--- config.mk ---
export PLATFORM = sky130hd
export DESIGN_NAME = vga_timing_gen_flat
export DESIGN_NICKNAME = d
export VERILOG_FILES = /design/src/rtl/vga_timing_gen_if.sv /design/src/rtl/vga_timing_gen.sv /design/src/flat_wrapper.sv
export SDC_FILE = /design/constraint.sdc
export NUM_CORES = 1
export LEC_CHECK = 0
export BUFFER_PORTS_ARGS = -buffer_cell sky130_fd_sc_hd__buf_2
export CORE_MARGIN = 2
export CORE_UTILIZATION = 55
export DETAILED_ROUTE_END_ITERATION = 10
export PLACE_DENSITY = 0.78
export SLEW_MARGIN = 0
export SYNTH_ARGS = -nofsm -noshare
export SYNTH_HDL_FRONTEND = slang
export SYNTH_SLANG_ARGS = --single-unit
--- constraint.sdc ---
create_clock -name CLK_PIXEL -period 3.5 [get_ports CLK_PIXEL]
set_input_delay 0.7 -clock CLK_PIXEL [delete_from_list [all_inputs] [get_ports CLK_PIXEL]]
set_output_delay 0.7 -clock CLK_PIXEL [all_outputs]
set_load 0.02 [all_outputs]
--- src/rtl/vga_timing_gen_if.sv ---
// Raster timing bundle between the VGA timing generator and its consumers.
// The generator owns every signal except the pixel enable.
interface vga_timing_gen_if #(
    parameter int CW = 11
);
    logic          PIX_EN;
    logic [CW-1:0] SCREEN_X;
    logic [CW-1:0] SCREEN_Y;
    logic          Hs;
    logic          Vs;
    logic          ON_SCREEN;
    logic          VBLANK;
    logic          LINE_START;
    logic          FRAME_START;
    logic [CW-1:0] FETCH_X;
    logic [CW-1:0] FETCH_Y;
    logic          FETCH_ACTIVE;
    logic          BLINK;

    modport master (
        input  PIX_EN,
        output SCREEN_X, SCREEN_Y, Hs, Vs, ON_SCREEN, VBLANK,
               LINE_START, FRAME_START, FETCH_X, FETCH_Y, FETCH_ACTIVE, BLINK
    );

    modport slave (
        output PIX_EN,
        input  SCREEN_X, SCREEN_Y, Hs, Vs, ON_SCREEN, VBLANK,
               LINE_START, FRAME_START, FETCH_X, FETCH_Y, FETCH_ACTIVE, BLINK
    );
endinterface

--- src/rtl/vga_timing_gen.sv ---
// Parametrised VGA raster timing generator with a look-ahead fetch position
// and a frame-rate blink flag. All outputs are registered and pixel-aligned.
module vga_timing_gen #(
    parameter int H_ACTIVE     = 640,
    parameter int H_FP         = 16,
    parameter int H_SYNC       = 96,
    parameter int H_BP         = 48,
    parameter int V_ACTIVE     = 480,
    parameter int V_FP         = 10,
    parameter int V_SYNC       = 2,
    parameter int V_BP         = 33,
    parameter bit HS_POL       = 1'b0,
    parameter bit VS_POL       = 1'b0,
    parameter int CW           = 11,
    parameter int PREFETCH     = 0,
    parameter int BLINK_FRAMES = 30
) (
    input  logic            CLK_PIXEL,
    input  logic            RESET,
    vga_timing_gen_if.master vga
);

    localparam int H_TOTAL = H_ACTIVE + H_FP + H_SYNC + H_BP;
    localparam int V_TOTAL = V_ACTIVE + V_FP + V_SYNC + V_BP;
    localparam int BW      = (BLINK_FRAMES > 1) ? $clog2(BLINK_FRAMES) : 1;

    localparam logic [CW-1:0] H_LAST   = CW'(H_TOTAL - 1);
    localparam logic [CW-1:0] V_LAST   = CW'(V_TOTAL - 1);
    localparam logic [CW-1:0] H_ACT    = CW'(H_ACTIVE);
    localparam logic [CW-1:0] V_ACT    = CW'(V_ACTIVE);
    localparam logic [CW-1:0] HS_FIRST = CW'(H_ACTIVE + H_FP);
    localparam logic [CW-1:0] HS_LAST  = CW'(H_ACTIVE + H_FP + H_SYNC - 1);
    localparam logic [CW-1:0] VS_FIRST = CW'(V_ACTIVE + V_FP);
    localparam logic [CW-1:0] VS_LAST  = CW'(V_ACTIVE + V_FP + V_SYNC - 1);
    localparam logic [CW-1:0] FX_INIT  = CW'(PREFETCH);
    localparam logic [BW-1:0] BLINK_LAST = BW'(BLINK_FRAMES - 1);

    logic [CW-1:0] x, y, fx, fy;
    logic [CW-1:0] nx, ny, nfx, nfy;
    logic          frame_wrap;
    logic [BW-1:0] blink_cnt;
    logic          blink_q, hs_q, vs_q, on_q, vb_q, ls_q, fs_q, fa_q;

    function automatic logic hs_at(input logic [CW-1:0] px);
        return (px >= HS_FIRST && px <= HS_LAST) ? HS_POL : ~HS_POL;
    endfunction

    function automatic logic vs_at(input logic [CW-1:0] py);
        return (py >= VS_FIRST && py <= VS_LAST) ? VS_POL : ~VS_POL;
    endfunction

    function automatic logic active_at(input logic [CW-1:0] px, input logic [CW-1:0] py);
        return (px < H_ACT) && (py < V_ACT);
    endfunction

    // Both counter pairs share the same raster-order increment, so the fetch
    // pair keeps its fixed lead across line and frame wraps.
    always_comb begin
        nx  = x + CW'(1);
        ny  = y;
        nfx = fx + CW'(1);
        nfy = fy;
        if (x == H_LAST) begin
            nx = '0;
            ny = (y == V_LAST) ? '0 : y + CW'(1);
        end
        if (fx == H_LAST) begin
            nfx = '0;
            nfy = (fy == V_LAST) ? '0 : fy + CW'(1);
        end
        frame_wrap = (x == H_LAST) && (y == V_LAST);
    end

    // Decoded outputs are computed from the next position so they land on the
    // same edge as the counters instead of trailing them by a cycle.
    always_ff @(posedge CLK_PIXEL) begin
        if (RESET) begin
            x         <= '0;
            y         <= '0;
            fx        <= FX_INIT;
            fy        <= '0;
            blink_cnt <= '0;
            blink_q   <= 1'b0;
            hs_q      <= hs_at('0);
            vs_q      <= vs_at('0);
            on_q      <= active_at('0, '0);
            vb_q      <= 1'b0;
            ls_q      <= 1'b1;
            fs_q      <= 1'b1;
            fa_q      <= active_at(FX_INIT, '0);
        end else if (vga.PIX_EN) begin
            x    <= nx;
            y    <= ny;
            fx   <= nfx;
            fy   <= nfy;
            hs_q <= hs_at(nx);
            vs_q <= vs_at(ny);
            on_q <= active_at(nx, ny);
            vb_q <= (ny >= V_ACT);
            ls_q <= (nx == '0);
            fs_q <= (nx == '0) && (ny == '0);
            fa_q <= active_at(nfx, nfy);
            if (frame_wrap) begin
                if (blink_cnt == BLINK_LAST) begin
                    blink_cnt <= '0;
                    blink_q   <= ~blink_q;
                end else begin
                    blink_cnt <= blink_cnt + BW'(1);
                end
            end
        end
    end

    assign vga.SCREEN_X     = x;
    assign vga.SCREEN_Y     = y;
    assign vga.FETCH_X      = fx;
    assign vga.FETCH_Y      = fy;
    assign vga.Hs           = hs_q;
    assign vga.Vs           = vs_q;
    assign vga.ON_SCREEN    = on_q;
    assign vga.VBLANK       = vb_q;
    assign vga.LINE_START   = ls_q;
    assign vga.FRAME_START  = fs_q;
    assign vga.FETCH_ACTIVE = fa_q;
    assign vga.BLINK        = blink_q;

endmodule

--- src/flat_wrapper.sv ---
// flat-port wrapper written by rule: the top's interface ports become plain ports
module vga_timing_gen_flat 
#(
    parameter int H_ACTIVE     = 640,
    parameter int H_FP         = 16,
    parameter int H_SYNC       = 96,
    parameter int H_BP         = 48,
    parameter int V_ACTIVE     = 480,
    parameter int V_FP         = 10,
    parameter int V_SYNC       = 2,
    parameter int V_BP         = 33,
    parameter bit HS_POL       = 1'b0,
    parameter bit VS_POL       = 1'b0,
    parameter int CW           = 11,
    parameter int PREFETCH     = 0,
    parameter int BLINK_FRAMES = 30
)
  (CLK_PIXEL, RESET, vga_PIX_EN, vga_SCREEN_X, vga_SCREEN_Y, vga_Hs, vga_Vs, vga_ON_SCREEN, vga_VBLANK, vga_LINE_START, vga_FRAME_START, vga_FETCH_X, vga_FETCH_Y, vga_FETCH_ACTIVE, vga_BLINK);
  vga_timing_gen_if #(.CW(CW)) vga_i ();
  input  logic CLK_PIXEL;
  input  logic RESET;
  input wire logic [$bits(vga_i.PIX_EN)-1:0] vga_PIX_EN;
  output wire logic [$bits(vga_i.SCREEN_X)-1:0] vga_SCREEN_X;
  output wire logic [$bits(vga_i.SCREEN_Y)-1:0] vga_SCREEN_Y;
  output wire logic [$bits(vga_i.Hs)-1:0] vga_Hs;
  output wire logic [$bits(vga_i.Vs)-1:0] vga_Vs;
  output wire logic [$bits(vga_i.ON_SCREEN)-1:0] vga_ON_SCREEN;
  output wire logic [$bits(vga_i.VBLANK)-1:0] vga_VBLANK;
  output wire logic [$bits(vga_i.LINE_START)-1:0] vga_LINE_START;
  output wire logic [$bits(vga_i.FRAME_START)-1:0] vga_FRAME_START;
  output wire logic [$bits(vga_i.FETCH_X)-1:0] vga_FETCH_X;
  output wire logic [$bits(vga_i.FETCH_Y)-1:0] vga_FETCH_Y;
  output wire logic [$bits(vga_i.FETCH_ACTIVE)-1:0] vga_FETCH_ACTIVE;
  output wire logic [$bits(vga_i.BLINK)-1:0] vga_BLINK;
  assign vga_i.PIX_EN = vga_PIX_EN;
  assign vga_SCREEN_X = vga_i.SCREEN_X;
  assign vga_SCREEN_Y = vga_i.SCREEN_Y;
  assign vga_Hs = vga_i.Hs;
  assign vga_Vs = vga_i.Vs;
  assign vga_ON_SCREEN = vga_i.ON_SCREEN;
  assign vga_VBLANK = vga_i.VBLANK;
  assign vga_LINE_START = vga_i.LINE_START;
  assign vga_FRAME_START = vga_i.FRAME_START;
  assign vga_FETCH_X = vga_i.FETCH_X;
  assign vga_FETCH_Y = vga_i.FETCH_Y;
  assign vga_FETCH_ACTIVE = vga_i.FETCH_ACTIVE;
  assign vga_BLINK = vga_i.BLINK;
  vga_timing_gen #(.H_ACTIVE(H_ACTIVE), .H_FP(H_FP), .H_SYNC(H_SYNC), .H_BP(H_BP), .V_ACTIVE(V_ACTIVE), .V_FP(V_FP), .V_SYNC(V_SYNC), .V_BP(V_BP), .HS_POL(HS_POL), .VS_POL(VS_POL), .CW(CW), .PREFETCH(PREFETCH), .BLINK_FRAMES(BLINK_FRAMES)) u_core (.CLK_PIXEL(CLK_PIXEL), .RESET(RESET), .vga(vga_i));
endmodule
[After elaboration in Yosys (flattened, before gate mapping)]
Index checks and enable logic that the tools add are counted.
Operators by class
  add/sub/neg operators: 5
  $mul: 0
  divide/modulo/power cells: 0
  magnitude comparators: 9
  equality and inequality tests: 5
  shifts and indexed selects: 0
  muxes and demuxes: 9
  bitwise gates (word level): 1
  reductions and logical operators: 10
Operators with widths (number)
  $mux W11: 6
  $add A11 B1 Y11 const B: 4
  $eq A11 B10 Y1 const B: 4
  $ge A11 B9 Y1 const B: 2
  $logic_not A11 Y1: 2
  $lt A11 B10 Y1 const B: 2
  $lt A11 B9 Y1 const B: 2
  $ge A11 B10 Y1 const B: 1
  $le A11 B10 Y1 const B: 1
  $le A11 B9 Y1 const B: 1
  $logic_and A1 B1 Y1: 6
  $add A5 B1 Y5 const B: 1
  $eq A5 B5 Y1 const B: 1
  $mux W5: 1
  $reduce_and A3 Y1: 1
  $mux W1: 2
  $reduce_and A2 Y1: 1
  $not A1 Y1: 1
Word-level totals
  register bits after elaboration: 57
  latch bits: 0
  memory bits (writable): 0
  memory bits (read-only): 0
  input bits: 3
  output and inout bits: 52
  word-level logic and storage cells: 52
  memories: 0

[Depth between registers and ports, before layout]
Gate-level depths: netlist (run 1).
  word-level depth: 6
  mapped depth: 10
  depth with buffers taken out: 8

[Least setup slack after synthesis (run 1)]
OpenSTA, ideal clock, no wires.
  path type: register to register
  start: reg u_core.x[0] (netlist: u_core.vga.SCREEN_X[0])
  end: reg u_core.on_q (netlist: u_core.vga.ON_SCREEN)
  setup time: 0.122 ns
  arrival time: 2.734 ns
  required time: 3.378 ns
  setup slack: 0.644 ns
  stages on the path, launching flop included: 10
  path buffers: 2
  period minus slack after synthesis: 2.856 ns
  cells stage by stage: dfxtp_1 ha_1 buf_2 nand4_1 or3_1 buf_2 or4_4 a22oi_2 a311oi_1 a221o_1
Between the ends
  cells in the longest elaborated chain, start to end: 4
  elaborated cells on any way between the ends: 7
  those cells by class: 1 x add/sub; 2 x order compare; 1 x eq/ne; 2 x mux; 1 x reduce/logical
Ends and longest elaborated chain
  from (decl): line vga_timing_gen.sv:38  | logic [CW-1:0] x, y, fx, fy;
  from (signal assigned): line vga_timing_gen.sv:92  | x <= nx;
  $add A11 B1 Y11 or $eq A11 B10 Y1 (tied branches): line vga_timing_gen.sv:59, vga_timing_gen.sv:63
  $mux W11: line vga_timing_gen.sv:63  | if (x == H_LAST) begin
  $lt A11 B10 Y1 or $lt A11 B9 Y1 (tied branches): line vga_timing_gen.sv:53  | return (px < H_ACT) && (py < V_ACT);
  $logic_and A1 B1 Y1 (*): line vga_timing_gen.sv:53
  to (signal assigned): line vga_timing_gen.sv:86  | on_q <= active_at('0, '0);
  to (signal assigned): line vga_timing_gen.sv:98  | on_q <= active_at(nx, ny);
  to (decl): line vga_timing_gen.sv:42  | logic blink_q, hs_q, vs_q, on_q, vb_q, ls_q, fs_q, fa_q;
Every way passes the cells marked *; elsewhere a longest branch is shown, timed or not.
A chain may end at the register's enable or synchronous reset.

[Final worst setup path (run 1)]
Same ends and word-level chain as after synthesis.

==> flow_summary.ini, run 1 <==
[outcome]
status = finished, final reports clean

[worst_setup_path]
startpoint_type = flip-flop
path_class = flip-flop to flip-flop
critPathCaptureType = flip-flop
worstPathMaxFanout = 14
worstPathRequired_ps = 3720
crit_start = u_core.vga.SCREEN_X[0]
r2r_start = u_core.vga.SCREEN_X[0]
crit_arrival_ps = 3460

[route]
wl_um = 8390
ant_nets = 0
wire_per_inst_um = 14.7
via_per_inst = 6.03
drc = 0
drtPass1Iterations = 5
drtIter0Drc = 262
num_vias = 3450

[synth]
ys.flop_type = dfxtp_1
yosys_warnings = 0
synth_top_area_share = 0.332
syn_nets = 468
avgSynthCellArea_um2 = 7.54
synth_seq_cells = 57
ys_types = 57
synth_area_leaders = dfxtp_1 33%, nor2_1 6.8%, a21oi_1 5.1%
synthesis.area_um2 = 3440
ys_seq_area_frac = 0.332
synth_edf_count = 0
synth_cells = 456
synth-async-reset-ratio = 0
synth.largest_area_cell = dfxtp_1

[grt]
grt_use_total = 0.241
antenna_found_initial = 0
overflow = 0
grt_pass1_vias = 2943
grt_max_degree = 39
grt_pass1_wl_um = 14000

[cells_and_area]
fin_util = 0.652
layout-drive-gt1-share = 0.161
layout_commonest_cell = nor2_1
diodes = 0
final_nets = 505
final_cell_mix = 62 x nor2_1, 57 x dfxtp_1, 54 x buf_2
multiInputGateArea_um2 = 2110
layout-area-overhead-vs-synth_pct = 13.6
ff_latch_area_um2 = 1140
fillers = 527

[timing]
rsz0062_at_grt = false
tightest_slew_ps = 705
setup_viol = 0
final_max_slew_viol_count = 0
fmax_ghz = 0.309
finalCritPeriodShare = 0.925
period_needed_ps = 3240
finalSetupTns_ps = 0
clock_skew_ps = 7.46
hold_violations = 0
slew_headroom = 0.526

[clock_tree]
cts_made_buffers = 9
clock-root-buffer = clkbuf_8
clk_latency_ps = 340
cts.clk_slew.worst_paths_ps = 60
cts-resized-gates = 0
postCtsSetupRepairBufs = 0
ctsHoldBuffers = 0
ctsLongestPathBuffers = 2
cts_tree = yes
cts_max_level = 3
cts_sinks = 57

[floorplan]
die_area_um2 = 6900
initial_core_util = 0.574
core_region_area_um2 = 5990
die_h_um = 83.1
num_rows = 28
die_w_um = 83.1
ios = 55

[hold_path]
hold_path_class = flip-flop to flip-flop
min_from = u_core.vga.FETCH_ACTIVE

[place]
place.gp.congestion = 0.887
portBuffers = 54
dp_hpwl_um = 5800

[power]
pwr_density_cell_nw_per_um2 = 362
p_leak_nw = 1.50
ir_drop_uv = 211

[flow_run]
maxCapViolations = 0
-- critical path, stage by stage, from the launching register on --
cell and delay (ps):
dfxtp_1 480, ha_1 420, nand4_1 350, or3_1 680, or4_4 590, a22oi_2 200, a311oi_1 90, a221o_1 300
-- synthesized netlist by cell type, types with 2 or more instances --
cell / number
buf_1: 2
and3_1: 8
or3_1: 10
or2_2: 4
a2111oi_0: 2
nand4b_1: 3
a22oi_1: 2
mux2i_1: 2
and4_1: 2
nor4_1: 6
xnor2_1: 12
a211oi_1: 6
and2_1: 2
a21oi_1: 35
nor2_1: 62
a311oi_1: 3
nand3b_1: 4
buf_2: 5
nor3_1: 21
nand4_1: 19
xor2_1: 19
o22ai_1: 2
or4_4: 2
nand2_1: 41
clkbuf_1: 24
o21bai_1: 2
inv_1: 10
a31oi_1: 4
ha_1: 9
o31ai_1: 3
o21ai_0: 16
buf_6: 2
o21a_1: 3
nand3_1: 25
or4_1: 6
dfxtp_1: 57
-- kinds of logic after synthesis --
family | synth area share
muxes | 0.00910
DFF | 0.332
and+or+nand+nor | 0.330
adders and majority gates | 0.0328
AOI/OAI and AO/OA | 0.164
xor gates and xnor gates | 0.0790
buffers and inverters | 0.0532
-- final cells by class --
cell class / instances / share of cell area
inverters: 10 / 0.00962
well taps: 75 / 0.0240
repair buffers: 59 / 0.0788
clock inverters: 3 / 0.0167
clock buffers: 12 / 0.0372
multi-input cells: 356 / 0.541
flip-flops and latches: 57 / 0.292
-- through the flow --
stage / worst slack, ps / total power, mW / hold WS [ps] / instances / area (µm²)
after floorplan: 644 / 0.733 / 509 / 456 / 3440
final: 262 / 1.41 / 496 / 572 / 3900
after global placement: 453 / 0.753 / 465 / 557 / 3690
after CTS: 304 / 1.42 / 497 / 572 / 3900
after global routing: 59.6 / 1.47 / 527 / 572 / 3900
after detailed placement: 355 / 0.754 / 482 / 557 / 3690
-- state kept, by name (all words and copies together), names as in the netlist --
register and cells:
u_core.vga.FRAME_START 1, u_core.vga.LINE_START 1, u_core.vga.Hs 1, u_core.vga.SCREEN_X 11
u_core.vga.Vs 1, u_core.vga.ON_SCREEN 1, u_core.blink_cnt 5, u_core.vga.FETCH_ACTIVE 1
u_core.vga.FETCH_X 11, u_core.vga.FETCH_Y 11, u_core.vga.VBLANK 1, u_core.vga.BLINK 1
u_core.vga.SCREEN_Y 11
-- per-layer routing --
layer  routed length, µm  track usage
met1                4010        0.349
met2                3780        0.361
met3                 472       0.0358
met4                 122       0.0939
met5                   0            0
-- power by group --
group	leakage [nW]	internal, mW	switching [mW]
combinational	0.935	0.0221	0.0477
sequential	0.462	0.657	0.0132
clock	0.106	0.416	0.256
total	1.50	1.10	0.317
-- path summary, 6_finish.rpt --
kind                             end  slack, ps  cells after the start
max             u_core.vga.ON_SCREEN        260                      7
min          u_core.vga.FETCH_ACTIVE        500                      2
max reg2reg     u_core.vga.ON_SCREEN        260                      7
min reg2reg  u_core.vga.FETCH_ACTIVE        500                      2
No activity file was read; power rests on OpenSTA's default activity.
==> inputs of run 2 (changes only) <==
--- a/config.mk
+++ b/config.mk
@@ -9,5 +9,6 @@
 export CORE_MARGIN = 2
-export CORE_UTILIZATION = 55
+export CORE_UTILIZATION = 51
+export CTS_BUF_LIST = sky130_fd_sc_hd__clkbuf_16
 export DETAILED_ROUTE_END_ITERATION = 10
-export PLACE_DENSITY = 0.78
+export PLACE_DENSITY = 0.76
 export SLEW_MARGIN = 0
==> constraint.sdc (replaced) <==
create_clock -name CLK_PIXEL -period 2.6 [get_ports CLK_PIXEL]
set_input_delay 0.52 -clock CLK_PIXEL [delete_from_list [all_inputs] [get_ports CLK_PIXEL]]
set_output_delay 0.52 -clock CLK_PIXEL [all_outputs]
set_load 0.1 [all_outputs]
==> run 2 against run 1 <==
Effect of this change: clock skew down 3.6 ps; via count up 4.0%; routed wire length up 11%; combinational power up 150%; hold slack worse by 13 ps; sequential share of layout area down 1.2 points; global-route usage up 1.6 points; first-iteration DRC count up 8.0%; maximum frequency up 25%; register-to-register slack worse by 240 ps; clock-buffer cell count down 2; non-clock buffer count up 22; highest routed layer unchanged.
==> flow_summary.ini, run 2 (synthesized netlist as in run 1, its figures left out) <==
[worst_setup_path]
r2r-end = u_core.vga.ON_SCREEN
worstPathRequired_ps = 2810
critPathCaptureType = flip-flop
path_class = flip-flop to flip-flop
worstPathMaxFanout = 4
r2r_setup_slack_ps = 20
startpoint_type = flip-flop
crit_arrival_ps = 2790
reg2reg_depth = 7
crit_start = u_core.vga.SCREEN_X[7]
r2r_start = u_core.vga.SCREEN_X[7]

[route]
ant_nets = 0
wl_um = 9330
wire_per_inst_um = 15.6
drc = 0
num_vias = 3589
via_per_inst = 6.01
drtPass1Iterations = 5
drtIter0Drc = 283

[clock_tree]
cts.clk_slew.worst_paths_ps = 50
clk_latency_ps = 330
cts_made_buffers = 9
cts_tree = yes
cts_sinks = 57
clock-root-buffer = clkbuf_16
ctsLongestPathBuffers = 2
cts_max_level = 3

[cells_and_area]
final_nets = 527
layout-area-overhead-vs-synth_pct = 24.8
final_cell_mix = 61 x nor2_1, 54 x buf_2, 41 x nand2_1
layout-drive-gt1-share = 0.265
fin_util = 0.668
layout_commonest_cell = nor2_1
final_cells = 597
diodes = 0

[timing]
hold_violations = 0
clock_skew_ps = 3.90
setup_viol = 0
final_max_slew_viol_count = 0
period_needed_ps = 2580
fmax_ghz = 0.387
tightest_slew_ps = 682
slew_headroom = 0.541
rsz0062_at_grt = true
finalCritPeriodShare = 0.993
layout_setup_ws_ps = 19.3

[hold_path]
hold_path_class = flip-flop to flip-flop
worstHoldEndpoint = u_core.vga.LINE_START
min_from = u_core.vga.LINE_START
hold_path_depth = 2

[place]
dp_hpwl_um = 6380
portBuffers = 54
pre_cts_ws_ps = 13.4
place.gp.congestion = 0.914
dpl.cell_count = 575

[grt]
grt_max_degree = 44
grt_pass1_vias = 3191
grt_use_total = 0.257
antenna_found_initial = 0
overflow = 0
grt_pass1_wl_um = 15300

[outcome]
status = finished, final reports clean

[floorplan]
die_area_um2 = 7410
die_h_um = 86.1
initial_core_util = 0.535
num_rows = 29
die_w_um = 86.1
ios = 55
core_region_area_um2 = 6420

[power]
pwr_density_cell_nw_per_um2 = 526
ir_drop_uv = 356
p_leak_nw = 1.69

[flow_run]
maxCapViolations = 0
## run 2: cell count changes in the layout (fill, tap and decap cells not counted), sizes merged
cell,delta
clkinv,+1
inv,+3
clkbuf,-2
buf,+22
bufinv,-1
## run 2: per-stage QoR
step | cell area (µm²) | hold WS, ps | TNS (ps) | total power [mW]
2_1_floorplan | 3520 | 509 | -480 | 1.05
3_3_place_gp | 3900 | 463 | 0 | 1.09
3_5_place_dp | 3900 | 477 | 0 | 1.09
4_1_cts | 4210 | 489 | 0 | 2.27
5_1_grt | 4290 | 516 | -64.0 | 2.32
6_report | 4290 | 483 | 0 | 2.26
## run 2: worst max-delay path: stages (launching register included)
cell and delay, ps:
dfxtp_4 340, or4_4 550, or3_4 440, or4_4 420, a22oi_2 180, buf_4 150, a311oi_2 40, a221o_1 350
## run 2: metal layers
metal / part of all wire / global-route usage / wire [µm]
met2: 0.46 / 0.375 / 4260
met1: 0.47 / 0.374 / 4380
met4: 0.020 / 0.115 / 187
met5: 0 / 0 / 0
met3: 0.053 / 0.0366 / 499
## run 2: what timing repair did
action / 4_1_cts / 5_1_grt
pin swaps: 0 / 6
cloned: 0 / 0
gates resized for setup: 1 / 8
buffers inserted: 0 / 6
setup endpoints to repair: 2 / 4
hold buffers: 0 / 0
## run 2: worst max-delay path by stage
stage	end	slack, ps	depth (start not counted)
final	u_core.vga.ON_SCREEN	20	7
after global routing	u_core.vga.ON_SCREEN	-40	7
after CTS	u_core.vga.ON_SCREEN	7	7
after detailed placement	u_core.vga.ON_SCREEN	10	7
after global placement	u_core.vga.ON_SCREEN	70	7
after floorplan	u_core.vga.ON_SCREEN	-170	8
## run 2: cell type report
cell class              instances  area [µm²]
repair buffers                 81         489
multi-input cells             356        2160
well taps                      77        96.3
inverters                      10        37.5
clock inverters                 6        48.8
clock buffers                  10         250
flip-flops and latches         57        1200
fillers                       547        2130
## run 2: where the power goes
| group | leakage, nW | internal [mW] | switching (mW) |
|---|---|---|---|
| registers | 0.479 | 0.881 | 0.0196 |
| logic | 1.06 | 0.0357 | 0.136 |
| clock network | 0.156 | 0.781 | 0.402 |
| total | 1.69 | 1.70 | 0.558 |
==> inputs of run 3 (changes only) <==
- ABC_AREA: default -> 1
- CORE_UTILIZATION: 51 -> 55
- GPL_TIMING_DRIVEN: default -> 0
- PLACE_DENSITY: 0.76 -> 0.77
- clock period: 2.6 -> 2.4 ns (I/O delays scaled with it)
==> run 3 against run 2 <==
Effect of this change: clock skew increased by 1.3 ps; critical path type unchanged; highest routed layer unchanged; clock-buffer cell count decreased by 1; synthesized cell count increased by 30%; largest power group unchanged; first-iteration DRC count increased by 14%; via count increased by 15%; non-clock buffer count decreased by 11.
==> flow_summary.ini, run 3 <==
[power]
pwr_density_cell_nw_per_um2 = 712
swShare = 0.330
switchingPower_mw = 1.04
pwr-share-comb = 0.203
internal-power_mw = 2.11
clockPowerShare = 0.461
p_leak_nw = 2.08
ir_drop_uv = 492
power_frac_seq = 0.336

[synth]
synth.largest_area_cell = dfxtp_1
synth_seq_cells = 57
yosys_warnings = 0
ys.flop_type = dfxtp_1
syn_nets = 603
synthesis.area_um2 = 3720
ys_seq_area_frac = 0.307
synth_most_common_cell = nand2_1
synth_common_cells = 147 x nand2_1, 73 x nor2_1, 70 x inv_1
avgSynthCellArea_um2 = 6.29
synth_top_area_share = 0.307
synth_cells = 591
ys_types = 35
synth_edf_count = 0
synth_area_leaders = dfxtp_1 31%, nand2_1 15%, nor2_1 7.4%
synth-async-reset-ratio = 0

[timing]
hold_violations = 0
slew_headroom = 0.622
setup_viol = 0
finalSetupTns_ps = 0
finalCritPeriodShare = 0.880
period_needed_ps = 2110
final_max_slew_viol_count = 0
clock_skew_ps = 5.19
rsz0062_at_grt = false
fmax_ghz = 0.473
tightest_slew_ps = 567

[grt]
grt_use_total = 0.291
grt_max_degree = 11
met3_usage = 0.0543
antenna_found_initial = 0
grtUsageMet2 = 0.466
gr-max-usage-layer = met2
grt_pass1_wl_um = 17400
overflow = 0
grt_pass1_vias = 3721
grt_use_met1 = 0.385

[clock_tree]
cts-resized-gates = 0
clk_latency_ps = 330
ctsLongestPathBuffers = 2
cts_max_level = 3
cts_tree = yes
ctsHoldBuffers = 0
postCtsSetupRepairBufs = 0
cts_sinks = 57
clock-root-buffer = clkbuf_16
cts.clk_slew.worst_paths_ps = 50
cts_made_buffers = 9

[flow_run]
maxCapViolations = 0

[floorplan]
initial_core_util = 0.576
ios = 55
core_region_area_um2 = 6460
num_rows = 29
die_h_um = 86.2
die_w_um = 86.2
die_area_um2 = 7430

[cells_and_area]
multiInputGateArea_um2 = 2220
layout_commonest_cell = nand2_1
fillers = 585
diodes = 0
layout-area-overhead-vs-synth_pct = 19.1
final_cells = 738
final_cell_mix = 147 x nand2_1, 73 x nor2_1, 71 x inv_1
design_area_um2 = 4430
layout-drive-gt1-share = 0.169
final_nets = 668
ff_latch_area_um2 = 1150
fin_util = 0.685

[place]
dp_hpwl_um = 7540
place.gp.congestion = 1.04
postPlaceCellArea_um2 = 4090
dpl.cell_count = 722
portBuffers = 54

[worst_setup_path]
startpoint_type = flip-flop
reg2reg_depth = 11
cp-endpoint = u_core.vga.FRAME_START
r2r-end = u_core.vga.FRAME_START
path_class = flip-flop to flip-flop
worstPathRequired_ps = 2680
r2r_start = u_core.vga.SCREEN_X[0]
worstPathMaxFanout = 8
critPathCaptureType = flip-flop
crit_arrival_ps = 2390
r2r_setup_slack_ps = 290
crit_start = u_core.vga.SCREEN_X[0]

[route]
wire_per_inst_um = 14.1
drtPass1Iterations = 7
drc = 0
wl_um = 10400
via_per_inst = 5.57
drtIter0Drc = 324
num_vias = 4110
ant_nets = 0

[outcome]
status = finished, final reports clean

[hold_path]
hold_path_class = flip-flop to flip-flop
-- run 3: final cells by class --
cell class / count / area share
timing repair buffer: 54 / 0.0611
buffer: 16 / 0.0170
multi-input combinational: 443 / 0.501
clock buffer: 9 / 0.0509
tap: 77 / 0.0218
clock inverter: 7 / 0.0249
inverter: 75 / 0.0636
sequential: 57 / 0.259
-- run 3: power groups by stage --
| stage | Combinational [mW] | Sequential, mW | Clock (mW) |
|---|---|---|---|
| after detailed placement | 0.632 | 1.08 | 0 |
| after floorplan | 0.204 | 1.39 | 0 |
| final | 0.640 | 1.06 | 1.45 |
| after CTS | 0.636 | 1.06 | 1.46 |
| after global placement | 0.627 | 1.08 | 0 |
| after global routing | 0.681 | 1.07 | 1.50 |
-- run 3: how the worst min path moves through the flow --
stage,start,end,cells after the start
finish,u_core.vga.FETCH_ACTIVE,u_core.vga.FETCH_ACTIVE,2
global route,RESET,u_core.vga.SCREEN_Y[9],4
CTS,u_core.vga.FETCH_ACTIVE,u_core.vga.FETCH_ACTIVE,2
detailed placement,u_core.vga.FETCH_ACTIVE,u_core.vga.FETCH_ACTIVE,2
global placement,u_core.vga.BLINK,u_core.vga.BLINK,2
floorplan,u_core.blink_cnt[1],u_core.blink_cnt[1],2
-- run 3: routing by layer --
layer,wire [µm],vias up
met5,0,-
met4,313,0
met3,674,31
met2,4720,184
met1,4670,1846
li1,-,2049
-- run 3: cells by family (layout without fill, tap and decap cells) --
group	count (synthesis)	count (layout)	share of synthesized area
fa+ha+maj	9	9	0.0303
xor+xnor	12	12	0.0283
buf+inv	91	161	0.0959
flops	57	57	0.307
simple gates	327	327	0.405
compound gates	95	95	0.133
-- run 3: critical path, stage by stage, from the launching register on --
cell and delay [ps]:
dfxtp_2 400, ha_1 260, nand2_4 100, nor2_4 180, nand3_2 250, nand3_2 170
nand2_1 70, nor2_1 130, nand4_1 130, nor2_1 220, nand2_1 90, nand2_1 60
-- run 3: stage by stage --
stage / hold WS (ps) / setup slack (ps) / power [mW]
floorplan: 462 / 105 / 1.59
global placement: 446 / 380 / 1.70
detailed placement: 448 / 365 / 1.71
CTS: 461 / 321 / 3.16
global route: 489 / 163 / 3.25
finish: 458 / 287 / 3.15
